## config.mk

```make
export PLATFORM = sky130hd
export DESIGN_NAME = hazard_ctrl
export DESIGN_NICKNAME = d
export VERILOG_FILES = /design/src/rtl/core_pkg.sv /design/src/rtl/hazard_stage_reg.sv /design/src/rtl/hazard_ctrl.sv
export SDC_FILE = /design/constraint.sdc
export NUM_CORES = 1
export LEC_CHECK = 0
export ABC_CLOCK_PERIOD_IN_PS = 6700
export CAP_MARGIN = 20
export CORE_ASPECT_RATIO = 1.1
export CORE_MARGIN = 3
export CORE_UTILIZATION = 58
export DETAILED_ROUTE_END_ITERATION = 10
export PLACE_DENSITY_LB_ADDON = 0.2
export RECOVER_POWER = 100
export SYNTH_ARGS = -nofsm -noshare
export SYNTH_HDL_FRONTEND = slang
export SYNTH_SLANG_ARGS = --single-unit
export TNS_END_PERCENT = 20
```

## constraint.sdc

```tcl
create_clock -name clk -period 6.7 [get_ports clk]
set_input_delay 1.005 -clock clk [delete_from_list [all_inputs] [get_ports clk]]
set_output_delay 1.005 -clock clk [all_outputs]
set_load 0.03 [all_outputs]
```

## src/rtl/core_pkg.sv

```systemverilog
// Shared core definitions for the decode-side control path.
// Holds the one-hot instruction class encoding (also used by the control
// decoder), the forwarding-select encodings, the per-class Tuse/Tnew timing
// constants and small helpers that map an instruction class onto them.
package core_pkg;

  localparam int CLS_W = 7;
  localparam int REG_W = 5;

  // One-hot instruction classes; all-zero is a nop or a plain j.
  localparam logic [CLS_W-1:0] CLS_NONE  = 7'b000_0000;
  localparam logic [CLS_W-1:0] CLS_R     = 7'b000_0001;
  localparam logic [CLS_W-1:0] CLS_I     = 7'b000_0010;
  localparam logic [CLS_W-1:0] CLS_B     = 7'b000_0100;
  localparam logic [CLS_W-1:0] CLS_STORE = 7'b000_1000;
  localparam logic [CLS_W-1:0] CLS_LOAD  = 7'b001_0000;
  localparam logic [CLS_W-1:0] CLS_JL    = 7'b010_0000;
  localparam logic [CLS_W-1:0] CLS_JR    = 7'b100_0000;

  // Forwarding-mux select encodings.
  localparam logic [1:0] FWD_RF = 2'b00;  // register file / pipeline register
  localparam logic [1:0] FWD_E  = 2'b01;  // link value produced in E
  localparam logic [1:0] FWD_M  = 2'b10;  // M-stage result
  localparam logic [1:0] FWD_W  = 2'b11;  // W-stage result

  // Cycles until an operand is consumed, counted from D.
  localparam logic [1:0] TUSE_BRANCH   = 2'd0;
  localparam logic [1:0] TUSE_ALU      = 2'd1;
  localparam logic [1:0] TUSE_STORE_RT = 2'd2;

  // Cycles until a result exists, counted from the stage it sits in.
  localparam logic [1:0] TNEW_E_LINK = 2'd0;
  localparam logic [1:0] TNEW_E_ALU  = 2'd1;
  localparam logic [1:0] TNEW_E_LOAD = 2'd2;
  localparam logic [1:0] TNEW_M_LOAD = 2'd1;
  localparam logic [1:0] TNEW_NONE   = 2'd0;

  typedef struct packed {
    logic       used;
    logic [1:0] t;
  } tuse_t;

  localparam tuse_t TUSE_UNUSED = '{used: 1'b0, t: 2'd0};

  function automatic tuse_t tuse_rs(input logic [CLS_W-1:0] cls);
    tuse_t u;
    case (cls)
      CLS_B, CLS_JR:                     u = '{used: 1'b1, t: TUSE_BRANCH};
      CLS_R, CLS_I, CLS_LOAD, CLS_STORE: u = '{used: 1'b1, t: TUSE_ALU};
      default:                           u = TUSE_UNUSED;
    endcase
    return u;
  endfunction

  function automatic tuse_t tuse_rt(input logic [CLS_W-1:0] cls);
    tuse_t u;
    case (cls)
      CLS_B:     u = '{used: 1'b1, t: TUSE_BRANCH};
      CLS_R:     u = '{used: 1'b1, t: TUSE_ALU};
      CLS_STORE: u = '{used: 1'b1, t: TUSE_STORE_RT};
      default:   u = TUSE_UNUSED;
    endcase
    return u;
  endfunction

  function automatic logic [1:0] tnew_e(input logic [CLS_W-1:0] cls);
    logic [1:0] t;
    case (cls)
      CLS_R, CLS_I: t = TNEW_E_ALU;
      CLS_LOAD:     t = TNEW_E_LOAD;
      // Link writers (jal, jalr) have their value ready in E.
      default:      t = TNEW_E_LINK;
    endcase
    return t;
  endfunction

  function automatic logic [1:0] tnew_m(input logic [CLS_W-1:0] cls);
    return (cls == CLS_LOAD) ? TNEW_M_LOAD : TNEW_NONE;
  endfunction

  // A stage writes r only when enabled, targeting r, and r is not $0.
  function automatic logic writes(input logic we, input logic [REG_W-1:0] wreg,
                                  input logic [REG_W-1:0] r);
    return we && (wreg == r) && (r != '0);
  endfunction

endpackage

```

## src/rtl/hazard_stage_reg.sv

```systemverilog
// One shadow pipeline stage of the hazard unit.
// Ports: clk, rst_n (async active-low clear); bubble (load zeros instead of d);
// d (packed fields from the previous stage); q (registered fields).
module hazard_stage_reg #(
  parameter int W = 23
) (
  input  logic         clk,
  input  logic         rst_n,
  input  logic         bubble,
  input  logic [W-1:0] d,
  output logic [W-1:0] q
);

  // NOTE: sequential state uses non-blocking assignments so each stage
  // captures the previous stage's pre-edge value, not one updated this edge.
  always_ff @(posedge clk or negedge rst_n) begin
    if (!rst_n) begin
      q <= '0;
    end else if (bubble) begin
      q <= '0;
    end else begin
      q <= d;
    end
  end

endmodule

```

## src/rtl/hazard_ctrl.sv

```systemverilog
// Pipeline hazard unit for the five-stage MIPS core.
// Shadows the decoder's class/write fields through E, M and W and derives the
// stall request and all forwarding selects from Tuse/Tnew timing.
// Ports:
//   clk, rst_n                      clock, async active-low reset
//   d_type, d_rs, d_rt, d_we, d_wreg decoded fields of the instruction in D
//   stall                           freeze PC/IF-ID, bubble into ID/EX
//   fwd_d_rs, fwd_d_rt              D compare/jump operand selects
//   fwd_e_rs, fwd_e_rt              E ALU operand selects
//   fwd_m_rt                        store-data select in M
//   stall_cnt                       saturating count of stall cycles
module hazard_ctrl
  import core_pkg::*;
#(
  parameter int CNT_W = 32
) (
  input  logic             clk,
  input  logic             rst_n,
  input  logic [6:0]       d_type,
  input  logic [4:0]       d_rs,
  input  logic [4:0]       d_rt,
  input  logic             d_we,
  input  logic [4:0]       d_wreg,
  output logic             stall,
  output logic [1:0]       fwd_d_rs,
  output logic [1:0]       fwd_d_rt,
  output logic [1:0]       fwd_e_rs,
  output logic [1:0]       fwd_e_rt,
  output logic             fwd_m_rt,
  output logic [CNT_W-1:0] stall_cnt
);

  // E carries every field; M no longer needs rs, and W is only ever
  // consulted as a writer, so it keeps just the write port.
  localparam int E_W = CLS_W + 3 * REG_W + 1;
  localparam int M_W = CLS_W + 2 * REG_W + 1;
  localparam int W_W = REG_W + 1;

  logic [E_W-1:0]   e_q;
  logic [M_W-1:0]   m_q;
  logic [W_W-1:0]   w_q;
  logic [CLS_W-1:0] e_type, m_type;
  logic [REG_W-1:0] e_rs, e_rt, e_wreg, m_rt, m_wreg, w_wreg;
  logic             e_we, m_we, w_we;

  hazard_stage_reg #(.W(E_W)) u_stage_e (
    .clk(clk), .rst_n(rst_n), .bubble(stall),
    .d({d_type, d_rs, d_rt, d_we, d_wreg}), .q(e_q)
  );
  hazard_stage_reg #(.W(M_W)) u_stage_m (
    .clk(clk), .rst_n(rst_n), .bubble(1'b0),
    .d({e_type, e_rt, e_we, e_wreg}), .q(m_q)
  );
  hazard_stage_reg #(.W(W_W)) u_stage_w (
    .clk(clk), .rst_n(rst_n), .bubble(1'b0),
    .d({m_we, m_wreg}), .q(w_q)
  );

  assign {e_type, e_rs, e_rt, e_we, e_wreg} = e_q;
  assign {m_type, m_rt, m_we, m_wreg}       = m_q;
  assign {w_we, w_wreg}                     = w_q;

  // Operand is consumed before the producer in that stage has its result.
  function automatic logic late(input tuse_t u, input logic e_hit, input logic [1:0] e_t,
                                input logic m_hit, input logic [1:0] m_t);
    return u.used && ((e_hit && (u.t < e_t)) || (m_hit && (u.t < m_t)));
  endfunction

  // Youngest writer wins; a not-yet-ready E writer masks older stages and
  // leaves the select at RF while the stall holds the consumer.
  function automatic logic [1:0] sel_d(input tuse_t u, input logic e_hit, input logic [1:0] e_t,
                                       input logic m_hit, input logic w_hit);
    logic [1:0] s;
    s = FWD_RF;
    if (u.used) begin
      if (e_hit)      s = (e_t == TNEW_E_LINK) ? FWD_E : FWD_RF;
      else if (m_hit) s = FWD_M;
      else if (w_hit) s = FWD_W;
    end
    return s;
  endfunction

  function automatic logic [1:0] sel_e(input tuse_t u, input logic m_hit, input logic w_hit);
    logic [1:0] s;
    s = FWD_RF;
    if (u.used) begin
      if (m_hit)      s = FWD_M;
      else if (w_hit) s = FWD_W;
    end
    return s;
  endfunction

  tuse_t      d_use_rs, d_use_rt, e_use_rs, e_use_rt;
  logic [1:0] e_tnew, m_tnew;
  logic       e_hit_rs, m_hit_rs, w_hit_rs, e_hit_rt, m_hit_rt, w_hit_rt;
  logic       m_alu;

  assign d_use_rs = tuse_rs(d_type);
  assign d_use_rt = tuse_rt(d_type);
  assign e_use_rs = tuse_rs(e_type);
  assign e_use_rt = tuse_rt(e_type);
  assign e_tnew   = tnew_e(e_type);
  assign m_tnew   = tnew_m(m_type);

  assign e_hit_rs = writes(e_we, e_wreg, d_rs);
  assign m_hit_rs = writes(m_we, m_wreg, d_rs);
  assign w_hit_rs = writes(w_we, w_wreg, d_rs);
  assign e_hit_rt = writes(e_we, e_wreg, d_rt);
  assign m_hit_rt = writes(m_we, m_wreg, d_rt);
  assign w_hit_rt = writes(w_we, w_wreg, d_rt);

  assign stall = late(d_use_rs, e_hit_rs, e_tnew, m_hit_rs, m_tnew)
               | late(d_use_rt, e_hit_rt, e_tnew, m_hit_rt, m_tnew);

  assign fwd_d_rs = sel_d(d_use_rs, e_hit_rs, e_tnew, m_hit_rs, w_hit_rs);
  assign fwd_d_rt = sel_d(d_use_rt, e_hit_rt, e_tnew, m_hit_rt, w_hit_rt);

  // A load in M has no result on the M bus yet; fall through to W.
  assign m_alu    = (m_type != CLS_LOAD);
  assign fwd_e_rs = sel_e(e_use_rs, m_alu && writes(m_we, m_wreg, e_rs), writes(w_we, w_wreg, e_rs));
  assign fwd_e_rt = sel_e(e_use_rt, m_alu && writes(m_we, m_wreg, e_rt), writes(w_we, w_wreg, e_rt));

  assign fwd_m_rt = (m_type == CLS_STORE) && writes(w_we, w_wreg, m_rt);

  always_ff @(posedge clk or negedge rst_n) begin
    if (!rst_n) begin
      stall_cnt <= '0;
    end else if (stall && (stall_cnt != '1)) begin
      stall_cnt <= stall_cnt + CNT_W'(1);
    end
  end

endmodule

```

After elaboration in Yosys (flattened, before gate mapping)
Cells that the tools add are included.
Operators by class
  bitwise logic cells: 1
  equal/unequal tests: 27
  add/sub/neg operators: 1
  multiplexer cells: 22
  reduce and logical (&&, ||, !) cells: 45
  magnitude comparators: 4
Operators with widths (count)
  equality test 5 bit: 11
  adder 32 x 1 -> 32 bit, second input constant: 1
  logical AND 1 bit: 32
  inequality test 32 bit, second input constant: 1
  two-way mux 2 bit: 14
  nonzero test 5 bit: 5
  two-way mux 23 bit: 1
  equality test 7 x 4 -> 1 bit, second input constant: 3
  equality test 7 x 5 -> 1 bit, second input constant: 3
  one-hot mux 3 bit (3 select lines): 2
  equality test 7 x 1 -> 1 bit, second input constant: 2
  equality test 7 x 2 -> 1 bit, second input constant: 2
  equality test 7 x 3 -> 1 bit, second input constant: 2
  equality test 7 bit, second input constant: 2
  one-hot mux 3 bit (2 select lines): 2
  OR reduction 4 bit: 2
  inequality test 7 x 5 -> 1 bit, second input constant: 1
  OR reduction 2 bit: 3
  less-than comparator 2 x 1 -> 1 bit: 2
  less-than comparator 2 bit: 2
  one-hot mux 2 bit (2 select lines): 1
  logical NOT 2 bit: 1
  logical OR 1 bit: 2
  two-way mux 1 bit: 2
  OR 1 bit: 1
Word-level totals
  word-level logic and storage cells: 104
  bits of input ports: 25
  output and inout port bits: 42
  bits in registers: 79

Depth between registers and ports, before layout
Gate-level depths: netlist (run 1).
  depth after elaboration: 9
  gate-level depth with buffers: 10

Hierarchy
A second synthesis (run 1) with hierarchy kept.
Unflattened totals
  cells, all modules: 410
  area total of the unflattened synthesis: 4267.8 um^2
Modules (own cells, without submodules)
  hazard_ctrl: times used 1, cells an instance 313, area an instance 2716.4 um^2, seq. area each 800.8 um^2
  hazard_stage_reg (u_stage_e): times used 1, cells an instance 48, area an instance 784.5 um^2, seq. area each 575.6 um^2
  hazard_stage_reg (u_stage_m): times used 1, cells an instance 37, area an instance 579.3 um^2, seq. area each 450.4 um^2
  hazard_stage_reg (u_stage_w): times used 1, cells an instance 12, area an instance 187.7 um^2, seq. area each 150.1 um^2

Worst setup path before layout (run 1)
No wires, ideal clock.
  path kind: input to output
  start: in d_type[5]
  end: out stall
  required time: 5.695 ns
  data arrival time: 2.929 ns
  setup slack: 2.766 ns
  path buffers: 1
  stages: 8
  path through: or4_4 -> nor4b_1 -> ha_1 -> o21ai_0 -> a31oi_1 -> o32a_4 -> clkbuf_1 -> inv_1
Between the ends
  longest elaborated chain between the ends: 8
  elaborated cells between the ends (all ways): 23
  those cells by class: order compare: 4; eq/ne: 6; mux: 2; bitwise: 1; reduce/logical: 10
Ends and longest elaborated chain
  start: declaration: line hazard_ctrl.sv:19  | input logic [6:0] d_type,
  equality test 7 x 4 -> 1 bit, or another cell as far along: line core_pkg.sv:47, core_pkg.sv:57
  OR reduction 4 bit or OR reduction 2 bit (tied branches): line core_pkg.sv:47  | case (cls)
  one-hot mux 3 bit (2 select lines): line core_pkg.sv:47
  less-than comparator 2 bit or less-than comparator 2 x 1 -> 1 bit (tied branches): line hazard_ctrl.sv:66  | return u.used && ((e_hit && (u.t < e_t)) || (m_hit && (u.t < m_t)));
  logical AND 1 bit: line hazard_ctrl.sv:66
  logical OR 1 bit: line hazard_ctrl.sv:66
  logical AND 1 bit: line hazard_ctrl.sv:66
  OR 1 bit *: line hazard_ctrl.sv:113  | | late(d_use_rt, e_hit_rt, e_tnew, m_hit_rt, m_tnew);
  end: declaration: line hazard_ctrl.sv:24  | output logic stall,
Mark *: on every way between the ends. The rest lies on a longest branch, timed or not.

Worst setup path after layout (run 1)
Ends and elaborated chain as after synthesis.

==> results.py, run 1 <==
metrics = {
    "worst_hold_path": {
        "hold_depth": 0,
        "hold_class": "flop to flop",
    },
    "cts": {
        "ctsHoldBuffers": 0,
        "cts_buffers": 9,
        "clock-sinks": 79,
        "cts_tree": "yes",
        "htree_levels": 3,
        "clock_latency_ns": 0.34,
        "clk_pin_slew_worst_paths_ns": 0.07,
        "clock-root-buffer": "clkbuf_8",
        "clockBufferDepth": 2,
        "ctsResizeCount": 0,
        "post_cts_buffers": 0,
    },
    "sta": {
        "fin_skew_ns": 0.00887,
        "rsz0062_at_grt": "no",
        "worst_slew_pin_slew_ns": 4.08,
        "slew_headroom_pct": -172,
        "final-hold-violation-count": 0,
        "finalCritPeriodShare_pct": 83.8,
        "drv_slew": 80,
        "setup_tns_ns": 0,
        "clock.fmax_ghz": 0.178,
        "period_needed_ns": 5.62,
        "finalSetupViolCount": 0,
    },
    "power_and_ir_drop": {
        "p_comb_share_pct": 8.5,
        "p_seq_share_pct": 52.7,
        "internal_power_uw": 739,
        "p_clk_share_pct": 38.8,
        "finalPower_uw": 970,
        "p_sw_share_pct": 23.8,
        "p_leak_uw": 0.00211,
        "switching_power_uw": 231,
        "ir_worst_vdd_mv": 0.154,
        "power-per-cell-area_nw_per_um2": 196,
    },
    "final_layout": {
        "n_antenna_cell": 0,
        "num-fill-cells": 490,
        "final_util_pct": 74.3,
        "nets": 484,
        "final_layout_size_suffix_gt1_share_pct": 4.34,
        "syn_to_final_growth_pct": 22.3,
    },
    "global_route": {
        "grtUsageMet3_pct": 5.44,
        "antenna_found_initial": 0,
        "grt_first_pass_wirelength_mm": 14.8,
        "grt_max_degree": 80,
        "grt.busiest_layer": "met2",
        "met2_usage_pct": 40.2,
        "grt.total_usage_pct": 23.5,
        "globalRouteMet1Util_pct": 28.5,
        "grt_overflow": 0,
        "first_global_vias": 3139,
    },
    "critical_path": {
        "reg2reg_slack_ns": 3.51,
        "critical_path_required_ns": 5.69,
        "crit_chain": "dlygate4sd3_1 -> or4_1 -> nor4b_1 -> ha_1 -> o21ai_0 -> a31oi_1 -> o32a_1 -> inv_1 -> clkdlybuf4s50_1",
        "endpoint_kind": "output pin",
        "cp.arrival_ns": 4.61,
        "worstRegToRegCells": 8,
        "cp-startpoint": "d_type[5]",
        "crit_type": "input pin to output pin",
        "rr_endpoint": "stall_cnt[1]",
        "rr_startpoint": "u_stage_m.q[14]",
        "start_kind": "input pin",
        "endpoint": "stall",
        "slowest_delay_ns": 0.89,
        "cp_slowest_cell": "o32a_1",
        "path_max_fanout": 34,
    },
    "placement": {
        "place_congestion": 0.870,
        "dpl.hpwl_mm": 6.46,
        "io_buffers": 66,
    },
    "routing": {
        "drc": 0,
        "via_count": 3110,
        "routed_via_density": 5.73,
        "routed_wl_mm": 9.02,
        "avgRoutedWirePerCell_um": 16.6,
        "first_iter_violations": 220,
        "drtAntennaViolNets": 0,
        "firstDrtPassIters": 4,
    },
    "synthesis": {
        "ys_top_cells_by_count": "79 x dfrtp_1, 63 x xnor2_1, 28 x xor2_1",
        "synth_top_family_by_area": "simple AND/OR/NAND/NOR gates",
        "avgSynthCellArea_um2": 10.3,
        "synthMuxAreaShare_pct": 0.278,
        "yosys-top-cells-area": "dfrtp_1 49%, xnor2_1 14%, xor2_1 6.0%, and2_1 3.4%, nand2_1 2.5%",
        "synth.top_cell.area_share_pct": 48.7,
        "synth_seq_area_share_pct": 48.7,
        "yosys_warnings": 0,
        "ys_ff_latch": 79,
        "synth-main-ff-cell": "dfrtp_1",
        "synth_compound_area_share_pct": 5.64,
        "yosysUniqueCellTypes": 46,
        "yosys.area_share.simple_pct": 22.9,
        "syn-cell-area_um2": 4060,
        "synthCells": 392,
        "yosysMostFrequentCell": "dfrtp_1",
        "synthArstFlopShare_pct": 100,
        "yosysTopAreaCell": "dfrtp_1",
        "synth_xor_area_share_pct": 19.6,
        "synth_fp_nets": 419,
        "synth_edf_count": 0,
        "synthAdderAreaFrac_pct": 0.617,
    },
    "status": {
        "violations": "capacitance limit, slew limit",
        "status": "finished with violations",
    },
    "floorplanning": {
        "initial_core_util_pct": 60.8,
        "die_y_um": 93.7,
        "ios": 67,
        "fp-row-count": 31,
        "die-area_um2": 8030,
        "die_w_um": 85.7,
        "core_area_um2": 6670,
    },
    "run": {
        "maxCapViolations": 1,
    },
}
-- state kept, by name, indices dropped and copies added (netlist names) --
name         cells
stall_cnt       32
u_stage_e.q     23
u_stage_m.q     18
u_stage_w.q      6
-- metrics by stage --
| step | cell area (um^2) | std cells | setup WS (ns) | hold WS (ns) |
|---|---|---|---|---|
| after floorplan | 4060 | 392 | 2.77 | 0.352 |
| after global placement | 4770 | 527 | 1.71 | 0.390 |
| after detailed placement | 4770 | 527 | 1.62 | 0.391 |
| after CTS | 4980 | 542 | 1.62 | 0.416 |
| after global routing | 4960 | 543 | 0.801 | 0.434 |
| final | 4960 | 543 | 1.08 | 0.416 |
-- per-layer routing --
metal  share of wire, %  vias to the layer above  wire length [um]
met3                5.2                       17               471
met4                2.0                        0               181
met1                 41                     1495              3690
li1                   -                     1506                 -
met5                  0                        -                 0
met2                 52                       92              4670
-- critical path, delay by kind of cell --
family / cells / cell delay, ns
AOI/OAI and AO/OA: 3 / 1.17
and+or+nand+nor: 2 / 0.93
buffers and inverters: 3 / 1.31
adders and majority gates: 1 / 0.20
-- cell families (layout without fill, tap and decap cells) --
| kind of cell | count (synthesis) | after routing |
|---|---|---|
| AND/OR/NAND/NOR | 165 | 165 |
| adder cells (fa/ha/maj) | 2 | 2 |
| multiplexers | 1 | 1 |
| AO/OA/AOI/OAI | 34 | 34 |
| XOR/XNOR | 91 | 91 |
| buffers and inverters | 20 | 89 |
| flip-flops | 79 | 79 |
-- cells in the final DEF, fill, tap and decap left out, drive strengths merged, types with 17 or more instances in the layout --
| cell type | instances |
|---|---|
| and2 | 22 |
| xor2 | 28 |
| xnor2 | 63 |
| nand2 | 27 |
| clkdlybuf4s50 | 23 |
| dlygate4sd3 | 42 |
| dfrtp | 79 |
| nor3 | 18 |
| nor2 | 17 |
| nand3 | 18 |
-- power by group through the flow --
stage	clock, uW	combinational [uW]	sequential, uW
floorplan	0	50.9	512
global placement	0	81.3	520
detailed placement	0	83.9	521
CTS	384	84.7	511
global route	401	91.5	513
finish	377	82.9	511
-- how the worst min path moves through the flow --
stage / from / endpoint
final: u_stage_e.q[5] / u_stage_m.q[5]
after detailed placement: u_stage_e.q[5] / u_stage_m.q[5]
after global placement: u_stage_e.q[5] / u_stage_m.q[5]
after floorplan: u_stage_e.q[16] / u_stage_m.q[11]
after global routing: u_stage_e.q[5] / u_stage_m.q[5]
after CTS: u_stage_e.q[5] / u_stage_m.q[5]
-- cell type report --
cell class | count | area (um^2) | area share, %
clock inverters | 6 | 86.3 | 1.74
well taps | 82 | 103 | 2.07
flip-flops and latches | 79 | 1980 | 39.9
clock buffers | 9 | 124 | 2.50
repair buffers | 68 | 671 | 13.5
inverters | 6 | 22.5 | 0.454
multi-input cells | 293 | 1980 | 39.9
Note: power is estimated with default switching activity, not from simulation.
==> inputs of run 2 (changes only) <==
--- a/config.mk
+++ b/config.mk
@@ -5,11 +5,11 @@
 export SDC_FILE = /design/constraint.sdc
 export NUM_CORES = 1
 export LEC_CHECK = 0
-export ABC_CLOCK_PERIOD_IN_PS = 6700
+export ABC_CLOCK_PERIOD_IN_PS = 5130
 export CAP_MARGIN = 20
 export CORE_ASPECT_RATIO = 1.1
 export CORE_MARGIN = 3
-export CORE_UTILIZATION = 58
+export CORE_UTILIZATION = 48
 export DETAILED_ROUTE_END_ITERATION = 10
 export PLACE_DENSITY_LB_ADDON = 0.2
 export RECOVER_POWER = 100
==> constraint.sdc (replaced) <==
create_clock -name clk -period 5.13 [get_ports clk]
set_input_delay 0.7695 -clock clk [delete_from_list [all_inputs] [get_ports clk]]
set_output_delay 0.7695 -clock clk [all_outputs]
set_load 0.03 [all_outputs]
==> results.py, run 2 (synthesis gave the netlist of run 1 again) <==
metrics = {
    "floorplanning": {
        "die_w_um": 93.7,
        "ios": 67,
        "fp-row-count": 34,
        "die-area_um2": 9590,
        "die_y_um": 102,
        "core_area_um2": 8080,
        "initial_core_util_pct": 50.2,
    },
    "critical_path": {
        "crit_type": "input pin to output pin",
        "crit_chain": "dlygate4sd3_1 -> or4_1 -> nor4b_1 -> ha_1 -> o21ai_0 -> a31oi_1 -> o32a_4 -> inv_1 -> dlygate4sd3_1",
        "path_max_fanout": 4,
        "crit_top_cell": "dlygate4sd3_1",
        "endpoint_kind": "output pin",
        "slowest_delay_ns": 0.73,
        "critical_path_required_ns": 4.36,
        "cp_slowest_cell": "dlygate4sd3_1",
        "start_kind": "input pin",
        "worstRegToRegCells": 8,
        "cp.arrival_ns": 3.88,
    },
    "routing": {
        "routed_wl_mm": 9.47,
        "firstDrtPassIters": 6,
        "via_count": 3107,
        "drtAntennaViolNets": 0,
        "first_iter_violations": 117,
        "drc": 0,
        "routed_via_density": 5.44,
        "avgRoutedWirePerCell_um": 16.6,
    },
    "worst_hold_path": {
        "hold_class": "flop to flop",
        "hold_depth": 0,
    },
    "sta": {
        "fin_skew_ns": 0.00790,
        "worst_slew_pin_slew_ns": 1.90,
        "finalCritPeriodShare_pct": 90.7,
        "setup_tns_ns": 0,
        "rsz0062_at_grt": "no",
        "drv_slew": 80,
        "slew_headroom_pct": -26.3,
        "finalSetupViolCount": 0,
        "final-hold-violation-count": 0,
        "period_needed_ns": 4.65,
        "clock.fmax_ghz": 0.215,
    },
    "power_and_ir_drop": {
        "finalPower_uw": 1300,
        "p_leak_uw": 0.00210,
        "power-per-cell-area_nw_per_um2": 259,
        "ir_worst_vdd_mv": 0.132,
    },
    "placement": {
        "io_buffers": 66,
        "place_congestion": 0.887,
        "dpl.hpwl_mm": 6.82,
    },
    "final_layout": {
        "largest_reg_flops": 32,
        "syn_to_final_growth_pct": 23.6,
        "nets": 485,
        "num-fill-cells": 665,
        "top_register": "stall_cnt",
        "final_layout_size_suffix_gt1_share_pct": 4.75,
        "multi_input_comb_area_um2": 1980,
        "top_regs": "stall_cnt x32, u_stage_e.q x23, u_stage_m.q x18",
        "final_common_cell": "dfrtp_1",
        "layout_common_cells": "79 x dfrtp_1, 63 x xnor2_1, 43 x dlygate4sd3_1",
        "ff_latch_area_um2": 1980,
        "final_util_pct": 62.0,
        "n_antenna_cell": 0,
    },
    "cts": {
        "clk_pin_slew_worst_paths_ns": 0.08,
        "cts_buffers": 9,
        "cts_tree": "yes",
        "clock-root-buffer": "clkbuf_8",
        "htree_levels": 3,
        "clock-sinks": 79,
        "ctsHoldBuffers": 0,
        "clockBufferDepth": 2,
        "ctsResizeCount": 0,
        "post_cts_buffers": 0,
        "clock_latency_ns": 0.35,
    },
    "global_route": {
        "grt_overflow": 0,
        "grt_max_degree": 80,
        "first_global_vias": 3131,
        "grt_first_pass_wirelength_mm": 15.3,
        "antenna_found_initial": 0,
        "grt.total_usage_pct": 20.7,
    },
    "status": {
        "violations": "capacitance limit, slew limit",
        "status": "finished with violations",
    },
    "run": {
        "maxCapViolations": 1,
    },
}
-- run 2: cell count changes in the layout (fill, tap and decap cells not counted), moves of 2 or more --
| cell | before | now |
|---|---|---|
| clkinv_4 | 1 | 3 |
| and2_1 | 7 | 10 |
| clkinv_2 | 2 | 0 |
| and2_0 | 15 | 12 |
-- run 2: where the power goes --
| group | switching, uW | internal [uW] | total [uW] |
|---|---|---|---|
| clock network | 231 | 290 | 520 |
| registers | 27.7 | 641 | 669 |
| logic | 53.6 | 54.5 | 108 |
| total | 312 | 985 | 1300 |
-- run 2: through the flow --
step | instance area (um^2) | instances | worst slack, ns | hold slack (ns)
5_1_grt | 5010 | 571 | 0.277 | 0.444
3_3_place_gp | 4810 | 554 | 0.775 | 0.401
3_5_place_dp | 4810 | 555 | 0.682 | 0.407
4_1_cts | 5040 | 571 | 0.676 | 0.426
6_report | 5010 | 571 | 0.479 | 0.421
2_1_floorplan | 4060 | 392 | 1.67 | 0.352
-- run 2: critical path: cells and delay by family --
kind                     cells  cell delay [ns]
buffers and inverters        3             1.36
AND/OR/NAND/NOR              2             0.97
adder cells (fa/ha/maj)      1             0.32
AO/OA/AOI/OAI                3             0.46
-- run 2: worst paths after layout --
path                                      start              end  slack (ns)
max in group asynchronous                 rst_n   u_stage_e.q[5]        3.08
worst min-delay path             u_stage_e.q[5]   u_stage_m.q[5]        0.42
worst max-delay path                  d_type[5]            stall        0.48
worst min register to register   u_stage_e.q[5]   u_stage_m.q[5]        0.42
worst max register to register  u_stage_m.q[14]    stall_cnt[18]        1.57
min in group asynchronous                 rst_n  u_stage_m.q[12]        0.95
-- run 2: final cells by class --
| cell class | count | share of cell area [%] |
|---|---|---|
| clock buffer | 10 | 2.74 |
| clock inverter | 6 | 1.87 |
| inverter | 6 | 0.449 |
| multi-input combinational | 293 | 39.5 |
| sequential | 79 | 39.4 |
| tap | 108 | 2.69 |
| timing repair buffer | 69 | 13.3 |
-- run 2: metal layers --
layer | wire length [um] | vias up | part of all wire, % | track usage, %
met3 | 440 | 15 | 4.6 | 5.08
met1 | 4120 | 1515 | 44 | 26.1
met4 | 192 | 0 | 2.0 | 7.78
met2 | 4710 | 76 | 50 | 34.6
li1 | - | 1501 | - | -
met5 | 0 | - | 0 | 0
==> edit 1 (flow settings as in run 2) <==
Reset style: synchronous (`rst_n`), changed in 2 clocked blocks. Comments in the files are not updated.
--- a/src/rtl/hazard_stage_reg.sv
+++ b/src/rtl/hazard_stage_reg.sv
@@ -14,5 +14,5 @@
   // NOTE: sequential state uses non-blocking assignments so each stage
   // captures the previous stage's pre-edge value, not one updated this edge.
-  always_ff @(posedge clk or negedge rst_n) begin
+  always_ff @(posedge clk) begin
     if (!rst_n) begin
       q <= '0;
--- a/src/rtl/hazard_ctrl.sv
+++ b/src/rtl/hazard_ctrl.sv
@@ -123,5 +123,5 @@
   assign fwd_m_rt = (m_type == CLS_STORE) && writes(w_we, w_wreg, m_rt);
 
-  always_ff @(posedge clk or negedge rst_n) begin
+  always_ff @(posedge clk) begin
     if (!rst_n) begin
       stall_cnt <= '0;
Function: differs if rst_n is asserted again (counterexample within 4 cycles, from zero or initial values and one cycle with rst_n low); with rst_n held inactive, the same outputs for 10 cycles.
==> edit 1 against run 2 <==
- the run still ends with max-capacitance violations, max-slew violations left
- routed wire length up 4.4%
- die area is 0.20% higher
- total power fell by 5.1%
- setup slack improved by 0.034 ns
- via count is 17% higher
- synthesized cell count grew 23%
- design area decreased by 1.1%
- clock skew increased by 0.0017 ns
- sequential cell count is the same
- synthesized area up 0.22%
- register-to-register slack better by 0.19 ns
- clock power shrank 9.6%
==> edit 1: results (changes against run 2) <==
cap_violations: 2  # +1
placed_cell_area_sq_um: 4760  # -1.1%
synthArstFlopShare: 0  # -1.00
worst_pin_slew_ns: 2.10  # +0.206 ns
synth_fp_nets: 509  # +21%
ir_drop_v: 0.000122  # -7.8%
yosysUniqueCellTypes: 42  # -8.7%
min_to: "stall_cnt[23]"
status: "finished, violations left"
r2r_end: "stall_cnt[25]"
ctsRootBufferMaster: "clkbuf_8"
grt_pass1_vias: 3367  # +7.5%
vias_per_cell: 5.65  # +3.8%
max_stage_delay_ns: 0.69  # -0.04 ns
nets: 560  # +15%
grt.met3_usage: 0.0394  # -0.0114
post-place-ws_ns: 0.682  # -0.000153 ns
reg2reg_slack_ns: 1.76  # +0.19 ns
ys_seq_area_frac: 0.389  # -0.0983
finalWirelength_microns: 9890  # +4.4%
gp_routability_congestion: 0.859  # -3.2%
grt_pass1_wl_microns: 16000  # +4.4%
cp.arrival_ns: 3.85  # -0.03 ns
setup_slack_ns: 0.513  # +0.0344 ns
drtIter0Drc: 140  # +20%
drv_slew: 114  # +43%
synthToLayoutAreaGrowth_pct: 22.0
track_usage: 0.209  # +0.00255
cts_setup_buffers: 0  # unchanged
finalSetupViolations: 0  # unchanged
grt_max_degree: 63  # -21%
critical_path.slowest_cell: "clkdlybuf4s50_1"
drive_gt1_frac: 0.0372  # -0.0103
vias: 3649  # +17%
p_switching_uw: 304  # -2.5%
wl_met1_microns: 4340  # +5.3%
reg_top3: "stall_cnt x32, u_stage_e.q x23, u_stage_m.q x18"
pg_seq_uw: 652  # -3%
p_int_uw: 927  # -5.9%
min_path_type: "reg2reg"
crit_path_start: "d_rt[3]"
violations: "max-capacitance violations, max-slew violations"
rr_worst_depth: 7  # -1
dpl.hpwl_microns: 7100  # +4.1%
min_path_cells: 2  # +2
r2r_start: "u_stage_e.q[19]"
dp.cells: 630  # +14%
pwr-share-comb: 0.089  # +0.006
drt_first_pass_iters: 4  # -2
wl_met3_microns: 377  # -14%
synth_top_cell_by_area: "dfxtp_1"
use_met2: 0.364  # +0.0178
syn_inst: 482  # +23%
yosys-top-cells-area: "dfxtp_1, xnor2_1, xor2_1"
synth_common_cells: "dfxtp_1, xnor2_1, nand2_1"
min_from: "stall_cnt[23]"
critPathMaxFanout: 28  # +24
fillers: 714  # +7.4%
==> edit 1: cell type report <==
type / count / share of cell area
clock buffer: 10 / 0.0277
clock inverter: 6 / 0.0136
inverter: 8 / 0.00605
multi-input combinational: 368 / 0.473
sequential: 79 / 0.319
tap: 108 / 0.0272
timing repair buffer: 67 / 0.134
==> edit 1: cells by family (layout without fill, tap and decap cells) <==
group | Yosys count | in the layout | synth area share
AND/OR/NAND/NOR | 227 | 227 | 0.318
buffers and inverters | 35 | 91 | 0.0342
flip-flops | 79 | 79 | 0.389
XOR/XNOR | 60 | 60 | 0.129
multiplexers | 8 | 8 | 0.0200
AO/OA/AOI/OAI | 71 | 71 | 0.103
adder cells (fa/ha/maj) | 2 | 2 | 0.00615
==> edit 1: worst register-to-register path, delay by kind of cell (launching register included) <==
family / cells / cell delay (ns)
and+or+nand+nor: 4 / 1.78
AOI/OAI and AO/OA: 3 / 1.13
DFF: 1 / 0.37
==> edit 2 (settings of run 2) <==
Made on the original files. `CNT_W`: 32 -> 48.
--- a/src/rtl/hazard_ctrl.sv
+++ b/src/rtl/hazard_ctrl.sv
@@ -13,5 +13,5 @@
   import core_pkg::*;
 #(
-  parameter int CNT_W = 32
+  parameter int CNT_W = 48
 ) (
   input  logic             clk,
Interface: changed (resized stall_cnt); port bits go from 67 to 83. The function was not compared with the original's and may differ.
==> edit 2 against run 2 <==
- the flow still finishes with violations (max-capacitance violations, max-slew violations)
- design area is 20% higher
- clock skew up 0.0045 ns
- synthesized cell count is 20% higher
- total power rose by 9.7%
- routed wire length up 23%
- sequential cell count rose by 16
- utilization is 1.7 points lower
- setup slack worse by 0.11 ns
- synthesized area rose by 23%
==> edit 2: results (changes against run 2) <==
status: "finished, violations left"
violations: "max-capacitance violations, max-slew violations"
yosysUniqueCellTypes: 49  # +6.5%
post-route-period-util: 0.929  # +0.0218
grt.met3_usage: 0.0407  # -0.0101
drv_slew: 57  # -29%
placed_cell_area_sq_um: 5860  # +22%
gp_routability_congestion: 0.825  # -7.1%
utilization: 0.603  # -0.0174
worst_pin_slew_ns: 3.00  # +1.11 ns
critPathMaxFanout: 5  # +1
fillers: 876  # +32%
yosys-top-cells-area: "dfrtp_1, xnor2_1, xor2_1"
rr_worst_depth: 11  # +3
grt_pass1_wl_microns: 19800  # +29%
antenna_found_initial: 0  # unchanged
combinationalPower_uw: 115  # +6%
routedWlPerCell_microns: 17.5  # +5.7%
track_usage: 0.215  # +0.00874
dpl.hpwl_microns: 8410  # +23%
drtIter0Drc: 110  # -6.0%
cp.arrival_ns: 3.99  # +0.11 ns
finalClockSkew_ns: 0.0124  # +0.00454 ns
cap_violations: 1  # unchanged
grt.met1_usage: 0.286  # +0.0256
switching_share: 0.259  # +0.0182
syn_inst: 469  # +20%
stdcell_count: 667  # +17%
drt_first_pass_iters: 4  # -2
r2r_end: "stall_cnt[14]"
pwr-share-comb: 0.081  # -0.002
grt_pass1_vias: 3950  # +26%
insertion_delay_ns: 0.37  # +0.02 ns
post-place-ws_ns: 0.433  # -0.249 ns
reg2reg_slack_ns: 1.71  # +0.14 ns
leakagePower_uw: 0.00260  # +24%
reg_top3: "stall_cnt x48, u_stage_e.q x23, u_stage_m.q x18"
dp.cells: 651  # +17%
ir_drop_v: 0.000114  # -14%
r2r_start: "u_stage_e.q[19]"
use_met2: 0.356  # +0.0105
crit_path_start: "d_type[5]"
clk_pin_slew_worst_paths_ns: 0.10  # +0.02 ns
vias: 3756  # +21%
nets: 569  # +17%
io_buffers: 82  # +24%
synth_fp_nets: 496  # +18%
grt_max_degree: 57  # -29%
clkPwrFrac: 0.360  # -0.041
synth_common_cells: "dfrtp_1, xnor2_1, xor2_1"
drive_gt1_frac: 0.0494  # +0.00184
-- edit 2: cell types whose count changed after synthesis, sizes merged, moves of 4 or more --
cell and change:
and3 +19, dfrtp +16, xnor2 +14, nand4 +11
nand2 -8, nand3 +7, clkbuf +6, inv -6
o21ai -6, a22oi +5, nor2 +5, a21oi -4
and4 +4, nor3 -4
-- edit 2: routing by layer --
layer / routed length [microns] / up-vias
met5: 0 / -
met4: 170 / 0
met3: 525 / 15
met2: 5930 / 77
met1: 5070 / 1857
li1: - / 1807
-- edit 2: how the worst min path moves through the flow --
stage,startpoint,endpoint,slack [ns]
2_1_floorplan,u_stage_e.q[16],u_stage_m.q[11],0.35
3_3_place_gp,u_stage_e.q[2],u_stage_m.q[2],0.44
3_5_place_dp,u_stage_e.q[2],u_stage_m.q[2],0.44
4_1_cts,u_stage_e.q[2],u_stage_m.q[2],0.46
5_1_grt,u_stage_e.q[2],u_stage_m.q[2],0.48
6_report,u_stage_e.q[2],u_stage_m.q[2],0.46
-- edit 2: critical path: stages --
cell and delay, ns:
dlygate4sd3_1 0.60, or4_1 0.58, nor4b_1 0.32, ha_1 0.29
nand2_1 0.07, nor3_1 0.05, a211oi_1 0.22, a22oi_1 0.20
o22ai_1 0.19, clkdlybuf4s50_1 0.70
-- edit 2: cell type report --
class | instances | share of cell area
Clock inverter | 7 | 0.0133
Multi-Input combinational cell | 351 | 0.408
Timing Repair Buffer | 85 | 0.138
Sequential cell | 95 | 0.395
Tap cell | 120 | 0.0249
Clock buffer | 9 | 0.0206
-- edit 2: cell families after synthesis --
family	synth area share
compound gates	0.0469
xor+xnor	0.190
fa+ha+maj	0.00502
buf+inv	0.0238
flops	0.477
mux	0.00226
simple gates	0.255
